===== config.mk =====
export PLATFORM = sky130hd
export DESIGN_NAME = result_display_ctrl_flat
export DESIGN_NICKNAME = d
export VERILOG_FILES = /design/src/rtl/result_display_ctrl_if.sv /design/src/rtl/result_display_ctrl.sv /design/src/flat_wrapper.sv
export SDC_FILE = /design/constraint.sdc
export NUM_CORES = 1
export LEC_CHECK = 0
export CORE_MARGIN = 1
export CORE_UTILIZATION = 53
export DETAILED_ROUTE_END_ITERATION = 10
export PLACE_DENSITY = 0.76
export SYNTH_ARGS = -nofsm -noshare
export SYNTH_HDL_FRONTEND = slang
export SYNTH_SLANG_ARGS = --single-unit

===== constraint.sdc =====
create_clock -name clk -period 1.49 [get_ports clk]
set_input_delay 0.2235 -clock clk [delete_from_list [all_inputs] [get_ports clk]]
set_output_delay 0.2235 -clock clk [all_outputs]
set_load 0.005 [all_outputs]

===== src/rtl/result_display_ctrl_if.sv =====
// rtl/result_display_ctrl_if.sv - result/status inputs and 7-segment outputs of result_display_ctrl
interface result_display_ctrl_if;
    logic       result_ready;
    logic [3:0] result_out;
    logic [3:0] status_code;
    logic       clear;
    logic [6:0] seg;
    logic [3:0] an;
    logic       dp;

    modport master (
        output result_ready, result_out, status_code, clear,
        input  seg, an, dp
    );

    modport slave (
        input  result_ready, result_out, status_code, clear,
        output seg, an, dp
    );
endinterface


===== src/rtl/result_display_ctrl.sv =====
// rtl/result_display_ctrl.sv - scanned 4-digit 7-segment display of result, status and event count
// Optional digit-0 blink after a new result: define RESULT_DISPLAY_BLINK_EN.
module result_display_ctrl #(
    parameter int REFRESH_DIV  = 50000,
    parameter int BLINK_CYCLES = 10_000_000,
    parameter int BLINK_BIT    = 21
) (
    input logic                  clk,
    input logic                  rst_n,
    result_display_ctrl_if.slave bus
);
    localparam int RW = (REFRESH_DIV > 2) ? $clog2(REFRESH_DIV) : 1;
    localparam logic [RW-1:0] REF_LAST = RW'(REFRESH_DIV - 1);
    localparam logic [6:0] GLYPH_BLANK = 7'b1111111;
    localparam logic [6:0] GLYPH_DASH  = 7'b0111111;

    if (REFRESH_DIV < 2 || BLINK_CYCLES < 0 || BLINK_BIT < 0 || BLINK_BIT > 31) begin : g_bad_cfg
        $error("result_display_ctrl: invalid parameter set");
    end

    function automatic logic [6:0] hex_glyph(input logic [3:0] v);
        logic [6:0] g;
        case (v)
            4'h0: g = 7'b1000000;
            4'h1: g = 7'b1111001;
            4'h2: g = 7'b0100100;
            4'h3: g = 7'b0110000;
            4'h4: g = 7'b0011001;
            4'h5: g = 7'b0010010;
            4'h6: g = 7'b0000010;
            4'h7: g = 7'b1111000;
            4'h8: g = 7'b0000000;
            4'h9: g = 7'b0010000;
            4'hA: g = 7'b0001000;
            4'hB: g = 7'b0000011;
            4'hC: g = 7'b1000110;
            4'hD: g = 7'b0100001;
            4'hE: g = 7'b0000110;
            default: g = 7'b0001110;
        endcase
        return g;
    endfunction

    logic          rr_q;
    logic [3:0]    res_q;
    logic          res_valid;
    logic [3:0]    cnt_ones;
    logic [3:0]    cnt_tens;
    logic [RW-1:0] ref_cnt;
    logic [1:0]    idx;
    logic [6:0]    seg_q, seg_d;
    logic [3:0]    an_q, an_d;
    logic          dp_q, dp_d;
    logic          new_evt;
    logic          latch_evt;
    logic          blink_off;

    assign new_evt   = bus.result_ready & ~rr_q;
    // clear beats a simultaneous event: nothing is latched and nothing is counted
    assign latch_evt = new_evt & ~bus.clear;

    always_ff @(posedge clk or negedge rst_n) begin
        if (!rst_n) begin
            rr_q      <= 1'b0;
            res_q     <= 4'd0;
            res_valid <= 1'b0;
            cnt_ones  <= 4'd0;
            cnt_tens  <= 4'd0;
        end else begin
            rr_q <= bus.result_ready;
            if (bus.clear) begin
                res_valid <= 1'b0;
            end else if (latch_evt) begin
                res_q     <= bus.result_out;
                res_valid <= 1'b1;
                if (cnt_ones == 4'd9) begin
                    cnt_ones <= 4'd0;
                    cnt_tens <= (cnt_tens == 4'd9) ? 4'd0 : cnt_tens + 4'd1;
                end else begin
                    cnt_ones <= cnt_ones + 4'd1;
                end
            end
        end
    end

`ifdef RESULT_DISPLAY_BLINK_EN
    logic [31:0] blink_tmr;

    always_ff @(posedge clk or negedge rst_n) begin
        if (!rst_n) begin
            blink_tmr <= 32'd0;
        end else if (bus.clear) begin
            blink_tmr <= 32'd0;
        end else if (latch_evt) begin
            blink_tmr <= 32'(BLINK_CYCLES);
        end else if (blink_tmr != 32'd0) begin
            blink_tmr <= blink_tmr - 32'd1;
        end
    end

    assign blink_off = (blink_tmr != 32'd0) && blink_tmr[BLINK_BIT];
`else
    assign blink_off = 1'b0;
`endif

    always_ff @(posedge clk or negedge rst_n) begin
        if (!rst_n) begin
            ref_cnt <= '0;
            idx     <= 2'd0;
        end else if (ref_cnt == REF_LAST) begin
            ref_cnt <= '0;
            idx     <= idx + 2'd1;
        end else begin
            ref_cnt <= ref_cnt + RW'(1);
        end
    end

    always_comb begin
        seg_d = GLYPH_BLANK;
        dp_d  = 1'b1;
        an_d  = ~(4'b0001 << idx);
        case (idx)
            2'd0: begin
                if (res_valid && !blink_off) begin
                    seg_d = (res_q > 4'd9) ? GLYPH_DASH : hex_glyph(res_q);
                    dp_d  = 1'b0;
                end
            end
            2'd1: seg_d = hex_glyph(bus.status_code);
            2'd2: seg_d = hex_glyph(cnt_ones);
            default: begin
                // leading-zero suppression on the tens digit
                if (cnt_tens != 4'd0) seg_d = hex_glyph(cnt_tens);
            end
        endcase
    end

    always_ff @(posedge clk or negedge rst_n) begin
        if (!rst_n) begin
            seg_q <= GLYPH_BLANK;
            an_q  <= 4'hF;
            dp_q  <= 1'b1;
        end else begin
            seg_q <= seg_d;
            an_q  <= an_d;
            dp_q  <= dp_d;
        end
    end

    assign bus.seg = seg_q;
    assign bus.an  = an_q;
    assign bus.dp  = dp_q;
endmodule


===== src/flat_wrapper.sv =====
// flat-port wrapper written by rule: the top's interface ports become plain ports
module result_display_ctrl_flat 
#(
    parameter int REFRESH_DIV  = 50000,
    parameter int BLINK_CYCLES = 10_000_000,
    parameter int BLINK_BIT    = 21
)
  (clk, rst_n, bus_result_ready, bus_result_out, bus_status_code, bus_clear, bus_seg, bus_an, bus_dp);
  result_display_ctrl_if bus_i ();
  input logic clk;
  input logic rst_n;
  input wire logic [$bits(bus_i.result_ready)-1:0] bus_result_ready;
  input wire logic [$bits(bus_i.result_out)-1:0] bus_result_out;
  input wire logic [$bits(bus_i.status_code)-1:0] bus_status_code;
  input wire logic [$bits(bus_i.clear)-1:0] bus_clear;
  output wire logic [$bits(bus_i.seg)-1:0] bus_seg;
  output wire logic [$bits(bus_i.an)-1:0] bus_an;
  output wire logic [$bits(bus_i.dp)-1:0] bus_dp;
  assign bus_i.result_ready = bus_result_ready;
  assign bus_i.result_out = bus_result_out;
  assign bus_i.status_code = bus_status_code;
  assign bus_i.clear = bus_clear;
  assign bus_seg = bus_i.seg;
  assign bus_an = bus_i.an;
  assign bus_dp = bus_i.dp;
  result_display_ctrl #(.REFRESH_DIV(REFRESH_DIV), .BLINK_CYCLES(BLINK_CYCLES), .BLINK_BIT(BLINK_BIT)) u_core (.clk(clk), .rst_n(rst_n), .bus(bus_i));
endmodule

==> results of run 1 <==
==> area by class of cell <==
cell class	count	area share, %
clock buffer	5	1.53
clock inverter	3	1.03
inverter	24	2.00
multi-input combinational	238	47.2
sequential	44	24.8
tap	72	2.00
timing repair buffer	115	21.4
==> placed cells by master, fill, tap and decap left out, types with 5 or more instances in the layout <==
cell and instances:
sky130_fd_sc_hd__buf_4 82, sky130_fd_sc_hd__dfrtp_1 31, sky130_fd_sc_hd__ha_1 23, sky130_fd_sc_hd__nand2_1 20, sky130_fd_sc_hd__inv_1 17, sky130_fd_sc_hd__dlygate4sd2_1 14
sky130_fd_sc_hd__dfstp_2 12, sky130_fd_sc_hd__mux2i_1 11, sky130_fd_sc_hd__nor2_1 11, sky130_fd_sc_hd__a21oi_1 9, sky130_fd_sc_hd__o21ai_0 9, sky130_fd_sc_hd__o21ai_2 8
sky130_fd_sc_hd__clkdlybuf4s50_1 8, sky130_fd_sc_hd__inv_2 7, sky130_fd_sc_hd__xnor2_1 7, sky130_fd_sc_hd__xor2_1 7, sky130_fd_sc_hd__nor2b_1 6, sky130_fd_sc_hd__nor3_1 6
sky130_fd_sc_hd__nor2_2 6, sky130_fd_sc_hd__nand4_1 6, sky130_fd_sc_hd__ha_4 6, sky130_fd_sc_hd__buf_6 6, sky130_fd_sc_hd__nand2b_1 5, sky130_fd_sc_hd__ha_2 5
sky130_fd_sc_hd__clkbuf_8 5
==> cells by family after synthesis <==
family | count (synthesis)
buffers and inverters | 39
AO/OA/AOI/OAI | 76
multiplexers | 16
XOR/XNOR | 15
flip-flops | 44
adder cells (fa/ha/maj) | 34
AND/OR/NAND/NOR | 97
==> repair_timing <==
action / CTS / global route
endpoints found under the setup margin: 36 / 26
hold buffers: 1 / 0
resized for setup: 70 / 38
hold endpoints to repair: 32 / 0
pin swaps: 21 / 11
setup buffers: 11 / 4
==> registers in the layout, summed over array words and instances (netlist names) <==
register	count
u_core.bus.an	4
u_core.res_q	4
u_core.ref_cnt	16
u_core.cnt_tens	4
u_core.bus.seg	7
u_core.idx	2
u_core.res_valid	1
u_core.rr_q	1
u_core.cnt_ones	4
u_core.bus.dp	1
==> power by group through the flow <==
stage               sequential, mW  clock (mW)  combinational [mW]
floorplan                     1.46           0               0.999
finish                        1.50       0.960                2.19
detailed placement            1.50           0                1.71
global placement              1.49           0                1.66
global route                  1.52        1.01                2.37
CTS                           1.51       0.970                1.98
==> layer usage <==
metal	share of wire, %	vias up	track usage, %
met2	49	82	46.8
li1	-	1353	-
met4	2.2	0	10.2
met1	44	1372	35.7
met5	0	-	0
met3	4.7	22	4.71
==> through the flow <==
step	power (mW)	util, %	setup slack (ns)	area (µm²)	cells
after floorplan	2.46	-	-0.0793	3080	321
after global placement	3.15	71.0	-0.399	3930	480
after detailed placement	3.21	71.0	-0.475	3930	480
final	4.65	81.2	-0.235	4500	501
after CTS	4.45	78.2	-0.195	4330	499
after global routing	4.90	81.2	-0.293	4500	501
==> worst reg2reg max path: cells and delay by family, from the launching register on <==
family | cells | cell delay [ns]
and+or+nand+nor | 3 | 1.02
DFF | 1 | 0.41
buffers and inverters | 1 | 0.19
==> how the worst max path moves through the flow <==
stage / startpoint / to / slack (ns)
floorplan: u_core.ref_cnt[11]$_DFF_PN0_ / u_core.ref_cnt[1]$_DFF_PN0_ / -0.08
global route: u_core.ref_cnt[7]$_DFF_PN0_ / u_core.ref_cnt[9]$_DFF_PN0_ / -0.29
detailed placement: bus_status_code[0] / u_core.bus.seg[6]$_DFF_PN1_ / -0.47
finish: u_core.ref_cnt[7]$_DFF_PN0_ / u_core.ref_cnt[1]$_DFF_PN0_ / -0.24
CTS: u_core.ref_cnt[7]$_DFF_PN0_ / u_core.ref_cnt[9]$_DFF_PN0_ / -0.19
global placement: bus_status_code[0] / u_core.bus.seg[6]$_DFF_PN1_ / -0.40
==> run summary, run 1 <==
=====================================================================================================
Setup violators final                                                                              21
Clock input transition at the sequential cells of the worst setup and hold paths              0.09 ns
Rows                                                                                               27
Pin count of the biggest net entering global routing                                               45
Post-synthesis share of cell area spent on full adders, half adders and majority gates          13.9%
Worst Slack Setup Final                                                                     -0.235 ns
Count of pins on the block boundary                                                                24
Fraction of registers with async set or reset after synthesis                                    100%
Clk Tree Root Cell                                                                       sky130_fd_sc_hd__clkbuf_8
Ordered cell list for the critical path                                                  or4b_4 -> nor4_4 -> buf_4 -> and2b_2
DRC Markers                                                                                         0
Post-synth cell types                                                                              60
Slew Limit Fails                                                                                    0
Yosys synthesis warning count                                                                       0
Fraction of synthesized cell area taken by the top area cell type                               26.2%
Final worst-path cycle share                                                                     116%
Number of buffers added by the clock tree synthesis step                                            5
Die footprint                                                                                6080 µm²
Synthesized-area fraction occupied by and/or/nand/nor cells                                     17.6%
Mux share of post-synthesis cell area                                                           6.17%
Top cells by count, synth                                                                sky130_fd_sc_hd__ha_1 (34), sky130_fd_sc_hd__dfrtp_1 (32), sky130_fd_sc_hd__inv_1 (24), sky130_fd_sc_hd__nand2_1 (24), sky130_fd_sc_hd__o21ai_0 (21)
Vias after detailed routing                                                                     2,829
Worst-case hold slack                                                                        0.381 ns
Class of the tightest hold or removal check                                              input port to flop
Main combinational cell family by area after synthesis                                   simple AND/OR/NAND/NOR gates
Reg2Reg Capture Point                                                                    u_core.ref_cnt[1]$_DFF_PN0_
Layout-stage area growth over the synthesis result                                              46.9%
Worst Max-Slew Pin Slew                                                                      0.453 ns
Startpoint-to-endpoint class of the critical path                                        flop to flop
Critical path's slowest cell                                                             sky130_fd_sc_hd__or4b_4
Die outline width                                                                             78.0 µm
Clock tree from TritonCTS                                                                         yes
Max cap viols                                                                                       0
Wire length of the first global-routing pass                                                13,100 µm
Routed wire length per instance                                                               16.6 µm
Clock latency on the worst-skew pair                                                          0.31 ns
Post-synthesis sequential area ratio                                                            36.5%
Clock H-tree levels                                                                                 2
Via-per-instance ratio                                                                           5.65
Combinational Power Share                                                                       47.0%
Cell area after synthesis                                                                    3060 µm²
Vias in the first global route                                                                  2,770
Peak ir drop on the vdd network                                                            0.000749 V
Post-synthesis share of cell area spent on xor and xnor gates                                   4.29%
Final worst clock skew                                                                     0.00623 ns
Number of antenna repair diodes                                                                     0
Pwr Density                                                                               1030 nW/µm²
Max transition margin                                                                           69.8%
Number of synthesized flops with an enable pin                                                      0
Hold depth                                                                                          1
Unrepaired setup endpoints after global routing                                                   yes
Period minus WS final                                                                         1.73 ns
Fraction of power consumed by sequential logic                                                  32.3%
Reg2Reg Setup Slack                                                                          -0.24 ns
Weighted congestion at the end of routability-driven global placement                           0.933
Filler instances                                                                                  322
Result of the run                                                                        complete, but fails checks
Final wirelength                                                                              8300 µm
Leak                                                                                          2.05 nW
R2R depth                                                                                           4
Worst EP required                                                                             1.70 ns
Number of search-and-repair iterations in the first detailed-routing pass                           5
Total congestion overflow                                                                           0
Internal power                                                                                2.97 mW
Ys flop type                                                                             sky130_fd_sc_hd__dfrtp_1
Number of logic stages on the critical path including buffering                                     4
Effective utilization at floorplan                                                              55.3%
Family with the most delay on the worst path                                             simple AND/OR/NAND/NOR gates
Hold Path Sink                                                                           u_core.rr_q$_DFF_PN0_
Most repeated cell in the gate-level netlist after synthesis                             sky130_fd_sc_hd__ha_1
Syn nets                                                                                          367
Cell taking the most area after synthesis                                                sky130_fd_sc_hd__dfrtp_1
Startpoint Class                                                                                 flop
Switching power                                                                               1.67 mW
Layout net count                                                                                  474
Antenna violations before repair                                                                    0
Endpoint class of the critical path                                                              flop
Crit path buffers/inverters                                                                         1
Ranking of synthesized cells by area                                                     sky130_fd_sc_hd__dfrtp_1 (26%), sky130_fd_sc_hd__ha_1 (14%), sky130_fd_sc_hd__dfstp_2 (10%)
Vertical die dimension                                                                        78.0 µm
Post-synthesis register bit count                                                                  44
CP Max Fanout                                                                                       4
Worst flop-to-flop path startpoint                                                       u_core.ref_cnt[7]$_DFF_PN0_
Clock power share                                                                               20.6%
Clock tree buffer depth                                                                             2
Fraction of layout instances using a drive strength above 1                                     43.8%
Upper clock frequency limit                                                                   580 MHz
Num Clock Sinks                                                                                    44
I/O Buffers                                                                                        23
Violations in the final reports                                                          negative setup slack
Core footprint                                                                               5540 µm²
Average size of a mapped cell                                                                9.54 µm²
Number of DRC markers after the initial detailed-route iteration                                  233
Area taken by multi-input logic gates                                                        2120 µm²
Min-Delay Startpoint                                                                     bus_result_ready
Crit path DAT                                                                                 1.93 ns
Global routing usage summed across all routing layers                                           27.7%
Hold Violations, Final                                                                              0
Final ANT Viol Nets                                                                                 0
Fraction of the mapped netlist area in compound gates                                           16.4%
Post-Synthesis Cells                                                                              321
Setup tns final                                                                              -3.18 ns
HPWL after DPL                                                                                5540 µm
Flip-flop and latch area                                                                     1120 µm²
Largest incremental delay on the critical path                                                0.56 ns
Fraction of power spent switching nets                                                          36.0%
=====================================================================================================
Power figures use the tool's default switching activity.
==> run 2, diff against run 1 <==
- ABC_AREA: default -> 0
- CORE_UTILIZATION: 53 -> 55
- CTS_BUF_LIST: default -> sky130_fd_sc_hd__clkbuf_8
- PLACE_DENSITY: 0.76 -> 0.79
- SETUP_SLACK_MARGIN: default -> 0.05
==> run summary, run 2 (synthesis results as in run 1) <==
===============================================================================================
Total congestion overflow                                                                     0   unchanged
Hold depth                                                                                    1   unchanged
Rows                                                                                         26   -3.7%
Count of pins on the block boundary                                                          24   unchanged
Clk Tree Root Cell                                                                 sky130_fd_sc_hd__clkbuf_8
Largest incremental delay on the critical path                                          0.58 ns   +0.02 ns
Startpoint of the worst setup timing path                                          u_core.ref_cnt[11]$_DFF_PN0_
Final wirelength                                                                      10,800 µm   +30%
Fraction of layout instances using a drive strength above 1                               46.3%   +2.5 points
Routed wire length per instance                                                         21.8 µm   +32%
Crit path DAT                                                                           2.00 ns   +0.07 ns
Period minus WS final                                                                   1.79 ns   +0.0609 ns
Effective utilization at floorplan                                                        58.5%   +3.2 points
Post-layout instance count excluding filler cells                                           493   -1.6%
Most used cells in the layout excluding fill and tap cells                         sky130_fd_sc_hd__buf_4 (65), sky130_fd_sc_hd__dfrtp_1 (27), sky130_fd_sc_hd__ha_1 (21)
Placed Instances                                                                            471   -1.9%
Layout net count                                                                            468   -1.3%
Clock tree buffer depth                                                                       2   unchanged
Clock latency on the worst-skew pair                                                    0.32 ns   about the same
Upper clock frequency limit                                                             560 MHz   -3.4%
Max transition margin                                                                     70.0%   +0.19 points
Slew Limit Fails                                                                              0   unchanged
Most flops, register                                                               u_core.ref_cnt
Hold Violations, Final                                                                        0   unchanged
Vias after detailed routing                                                               3,188   +13%
Reg2Reg Setup Slack                                                                    -0.30 ns   -0.06 ns
Number of antenna repair diodes                                                               0   unchanged
Startpoint-to-endpoint class of the critical path                                  flop to flop
Worst flop-to-flop path startpoint                                                 u_core.ref_cnt[11]$_DFF_PN0_
Number of logic stages on the critical path including buffering                               5   +1
Final worst clock skew                                                                0.0127 ns   +0.00642 ns
Core footprint                                                                         5240 µm²   -5.5%
HPWL after DPL                                                                          5540 µm   about the same
Ordered cell list for the critical path                                            or4bb_4 -> nor4_4 -> buf_6 -> o21ai_2 -> a21o_1
R2R depth                                                                                     5   +1
Wire length of the first global-routing pass                                          14,700 µm   +13%
Max cap viols                                                                                 0   unchanged
Min-Delay Startpoint                                                               bus_result_ready
Pwr Density                                                                         1080 nW/µm²   +4.5%
Global routing usage summed across all routing layers                                     32.4%   +4.6 points
Number of buffers added by the clock tree synthesis step                                      5   unchanged
Class of the tightest hold or removal check                                        input port to flop
Antenna violations before repair                                                              0   unchanged
Family with the most delay on the worst path                                       simple AND/OR/NAND/NOR gates
Result of the run                                                                  complete, but fails checks
Num Clock Sinks                                                                              44   unchanged
Critical path's slowest cell                                                       sky130_fd_sc_hd__or4bb_4
Clock input transition at the sequential cells of the worst setup and hold paths        0.09 ns   about the same
Layout-stage area growth over the synthesis result                                        50.2%
Startpoint Class                                                                           flop
Violations in the final reports                                                    negative setup slack
Die outline width                                                                       76.6 µm   -1.8%
Number of flip-flops in the largest register                                                 16   unchanged
Clock tree from TritonCTS                                                                   yes
Number of search-and-repair iterations in the first detailed-routing pass                     7   +2
I/O Buffers                                                                                  23   unchanged
CP Max Fanout                                                                                 5   +1
Clock H-tree levels                                                                           2   unchanged
Crit path buffers/inverters                                                                   1   unchanged
Setup violators final                                                                        23   +9.5%
Unrepaired setup endpoints after global routing                                             yes
Peak ir drop on the vdd network                                                       0.00134 V   +80%
Worst Slack Setup Final                                                               -0.296 ns   -0.0609 ns
Final ANT Viol Nets                                                                           0   unchanged
Post-layout power                                                                       4.97 mW   +6.9%
Final worst-path cycle share                                                               120%   +4.1 points
Worst EP required                                                                       1.70 ns   about the same
Die footprint                                                                          5870 µm²   -3.5%
Endpoint class of the critical path                                                        flop
Post-route cell area                                                                   4600 µm²   +2.3%
Pin count of the biggest net entering global routing                                         45   unchanged
Worst Max-Slew Pin Slew                                                                0.450 ns   -0.00288 ns
Number of DRC markers after the initial detailed-route iteration                            537   +130%
Post-placement cell area                                                               3880 µm²   -1.2%
Vias in the first global route                                                            2,974   +7.4%
Most common library cell in the layout ignoring fill and taps                      sky130_fd_sc_hd__buf_4
Weighted congestion at the end of routability-driven global placement                     0.918   -1.7%
Vertical die dimension                                                                  76.6 µm   -1.8%
Leak                                                                                    2.06 nW   +0.72%
DRC Markers                                                                                   0   unchanged
Via-per-instance ratio                                                                     6.47   +15%
===============================================================================================
[run 2: per-stage QoR]
stage | setup TNS, ns | utilization, % | setup WS (ns) | hold slack (ns)
2_1_floorplan | -0.652 | - | -0.0793 | -0.0721
3_3_place_gp | -4.64 | 74.1 | -0.405 | 0.220
3_5_place_dp | -5.70 | 74.1 | -0.485 | 0.224
4_1_cts | -1.75 | 82.2 | -0.183 | 0.392
5_1_grt | -4.42 | 87.8 | -0.335 | 0.406
6_report | -3.43 | 87.8 | -0.296 | 0.389
[run 2: what timing repair did]
action                                  CTS  global route
hold buffers                              1             0
pin swaps                                31            25
gates resized for setup                  75            61
endpoints found under the setup margin   38            27
buffers inserted                         11            10
hold endpoints to repair                 32             0
[run 2: path summary, 6_finish.rpt]
check                                               endpoint
max in group asynchronous        u_core.bus.seg[4]$_DFF_PN1_
worst max register to register   u_core.ref_cnt[9]$_DFF_PN0_
worst min-delay path                   u_core.rr_q$_DFF_PN0_
worst max-delay path             u_core.ref_cnt[9]$_DFF_PN0_
worst min register to register  u_core.ref_cnt[13]$_DFF_PN0_
min in group asynchronous       u_core.ref_cnt[10]$_DFF_PN0_
[run 2: cell type report]
class	instances	area (µm²)
Clock inverter	2	38.8
Multi-Input combinational cell	238	2220
Tap cell	70	87.6
Clock buffer	6	82.6
Inverter	24	95.1
Timing Repair Buffer	109	952
Fill cell	235	639
Sequential cell	44	1120
[run 2: metal layers]
metal,routed length (µm),global-route usage [%]
met5,0,0
met3,950,6.35
met2,5210,55.0
met4,590,14.8
met1,4000,39.5
[run 2: report_power, final]
part           internal (mW)  leakage [nW]  switching (mW)  total (mW)
Combinational           1.19          1.48            1.21        2.39
Sequential              1.33         0.522           0.232        1.57
Clock                  0.549        0.0614           0.457        1.01
==> run 3, diff against run 2 <==
- CORE_UTILIZATION: 55 -> 61
- PLACE_DENSITY: 0.79 -> 0.83
- clock period: 1.49 -> 1.9 ns (I/O delays scaled with it)
==> run summary, run 3 (synthesis results as in run 1) <==
===============================================================================================
Post-layout instance count excluding filler cells                                           433   -12%
Vias in the first global route                                                            2,310   -22%
Largest incremental delay on the critical path                                          0.54 ns   -0.04 ns
Number of flip-flops in the largest register                                                 16   unchanged
Clock tree buffer depth                                                                       2   unchanged
Pwr Density                                                                          816 nW/µm²   -24%
Placed Instances                                                                            422   -10%
Rows                                                                                         25   -3.8%
Max cap viols                                                                                 0   unchanged
Unrepaired setup endpoints after global routing                                              no
Hold Violations, Final                                                                        0   unchanged
Die footprint                                                                          5310 µm²   -9.6%
Post-placement cell area                                                               3500 µm²   -9.9%
Fraction of layout instances using a drive strength above 1                               17.8%   -29 points
Setup violators final                                                                         0   -100%
Antenna violations before repair                                                              0   unchanged
Leak                                                                                    1.65 nW   -20%
Wire length of the first global-routing pass                                          10,600 µm   -28%
Worst flop-to-flop path startpoint                                                 u_core.ref_cnt[7]$_DFF_PN0_
Startpoint-to-endpoint class of the critical path                                  flop to flop
Final worst clock skew                                                                0.0108 ns   -0.00185 ns
Num Clock Sinks                                                                              44   unchanged
HPWL after DPL                                                                          4800 µm   -13%
Final wirelength                                                                        6310 µm   -41%
CP Max Fanout                                                                                 4   -1
Effective utilization at floorplan                                                        64.0%   +5.5 points
Clock H-tree levels                                                                           2   unchanged
Layout-stage area growth over the synthesis result                                        19.0%
Upper clock frequency limit                                                             567 MHz   +1.3%
Clk Tree Root Cell                                                                 sky130_fd_sc_hd__clkbuf_8
Post-layout power                                                                       2.97 mW   -40%
Core footprint                                                                         4790 µm²   -8.6%
Routed wire length per instance                                                         14.6 µm   -33%
Number of search-and-repair iterations in the first detailed-routing pass                     5   -2
Startpoint Class                                                                           flop
Clock tree from TritonCTS                                                                   yes
Final ANT Viol Nets                                                                           0   unchanged
Via-per-instance ratio                                                                     5.80   -10%
Crit path DAT                                                                           1.97 ns   -0.03 ns
Class of the tightest hold or removal check                                        input port to async pin
Peak ir drop on the vdd network                                                      0.000523 V   -61%
I/O Buffers                                                                                  23   unchanged
Period minus WS final                                                                   1.76 ns   -0.0234 ns
Die outline width                                                                       72.8 µm   -4.9%
Clock input transition at the sequential cells of the worst setup and hold paths        0.09 ns   about the same
Pin count of the biggest net entering global routing                                         18   -60%
Startpoint of the worst setup timing path                                          u_core.ref_cnt[7]$_DFF_PN0_
Number of buffers added by the clock tree synthesis step                                      5   unchanged
Weighted congestion at the end of routability-driven global placement                     0.927   +1.0%
Most used cells in the layout excluding fill and tap cells                         sky130_fd_sc_hd__ha_1 (33), sky130_fd_sc_hd__dfrtp_1 (31), sky130_fd_sc_hd__buf_4 (28)
Vertical die dimension                                                                  72.8 µm   -4.9%
Ordered cell list for the critical path                                            or4b_4 -> nor4_4 -> o21ai_0 -> a21o_1
Global routing usage summed across all routing layers                                     26.0%   -6.3 points
Most flops, register                                                               u_core.ref_cnt
Max transition margin                                                                     64.3%   -5.7 points
Most common library cell in the layout ignoring fill and taps                      sky130_fd_sc_hd__ha_1
Vias after detailed routing                                                               2,512   -21%
DRC Markers                                                                                   0   unchanged
Slew Limit Fails                                                                              0   unchanged
Worst Max-Slew Pin Slew                                                                0.536 ns   +0.0851 ns
Post-route cell area                                                                   3640 µm²   -21%
Reg2Reg Setup Slack                                                                     0.14 ns   +0.43 ns
Number of DRC markers after the initial detailed-route iteration                            251   -53%
Total congestion overflow                                                                     0   unchanged
Worst EP required                                                                       2.10 ns   +0.40 ns
Result of the run                                                                  finished clean
Clock latency on the worst-skew pair                                                    0.30 ns   -0.02 ns
Critical path's slowest cell                                                       sky130_fd_sc_hd__or4b_4
Count of pins on the block boundary                                                          24   unchanged
Final worst-path cycle share                                                              92.8%   -27 points
Endpoint class of the critical path                                                        flop
Number of antenna repair diodes                                                               0   unchanged
Layout net count                                                                            411   -12%
===============================================================================================
-- run 3: changes by cell type in the layout (fill, tap and decap cells not counted), moves of 6 or more --
cell                              change
sky130_fd_sc_hd__buf_4               -37
sky130_fd_sc_hd__buf_6               -17
sky130_fd_sc_hd__clkdlybuf4s50_1     +14
sky130_fd_sc_hd__dlygate4sd2_1       -14
sky130_fd_sc_hd__ha_1                +12
sky130_fd_sc_hd__o21ai_0             +10
sky130_fd_sc_hd__inv_1                +9
sky130_fd_sc_hd__ha_4                 -7
sky130_fd_sc_hd__inv_2                -7
sky130_fd_sc_hd__a21oi_1              +6
-- run 3: critical path, delay by kind of cell (launching register included) --
kind / cells / cell delay (ns)
simple gates: 2 / 0.92
compound gates: 2 / 0.32
flops: 1 / 0.42
-- run 3: repair_timing --
| item | CTS | global route |
|---|---|---|
| buffers inserted | 0 | 2 |
| hold buffers | 1 | 0 |
| resized for setup | 0 | 4 |
| hold endpoints to repair | 10 | 0 |
| setup endpoints to repair | 0 | 4 |
-- run 3: final cells by class --
class | count | area, µm²
clock inverters | 3 | 47.5
fillers | 349 | 1140
inverters | 24 | 90.1
clock buffers | 5 | 68.8
well taps | 67 | 83.8
repair buffers | 52 | 445
flip-flops and latches | 44 | 1120
multi-input cells | 238 | 1790
-- run 3: final timing paths --
check                      depth (start not counted)                     endpoint
max in group asynchronous                          3  u_core.bus.seg[6]$_DFF_PN1_
min                                                2  u_core.res_q[2]$_DFFE_PN0P_
min reg2reg                                        1  u_core.ref_cnt[0]$_DFF_PN0_
min in group clk                                   1        u_core.rr_q$_DFF_PN0_
max                                                4  u_core.ref_cnt[9]$_DFF_PN0_
max reg2reg                                        4  u_core.ref_cnt[9]$_DFF_PN0_
-- run 3: per-layer routing --
metal | part of all wire (%) | vias up | global-route usage [%]
li1 | - | 1219 | -
met2 | 46 | 99 | 42.2
met4 | 1.2 | 0 | 7.41
met3 | 5.8 | 8 | 3.87
met1 | 47 | 1186 | 36.6
met5 | 0 | - | 0
-- run 3: metrics by stage --
stage | util, % | setup TNS (ns) | setup WS (ns) | hold WS (ns)
detailed placement | 73.1 | -0.222 | -0.0990 | 0.217
global route | 76.1 | 0 | 0.0611 | 0.455
floorplan | - | 0 | 0.296 | -0.0106
finish | 76.1 | 0 | 0.137 | 0.409
CTS | 75.7 | 0 | 0.0616 | 0.417
global placement | 73.1 | -0.0508 | -0.0412 | 0.216
-- run 3: power by group --
part	leakage, nW	total [mW]	internal [mW]	switching (mW)
sequential	0.526	1.19	1.04	0.151
clock	0.0583	0.725	0.396	0.329
combinational	1.07	1.06	0.519	0.540
total	1.65	2.97	1.95	1.02
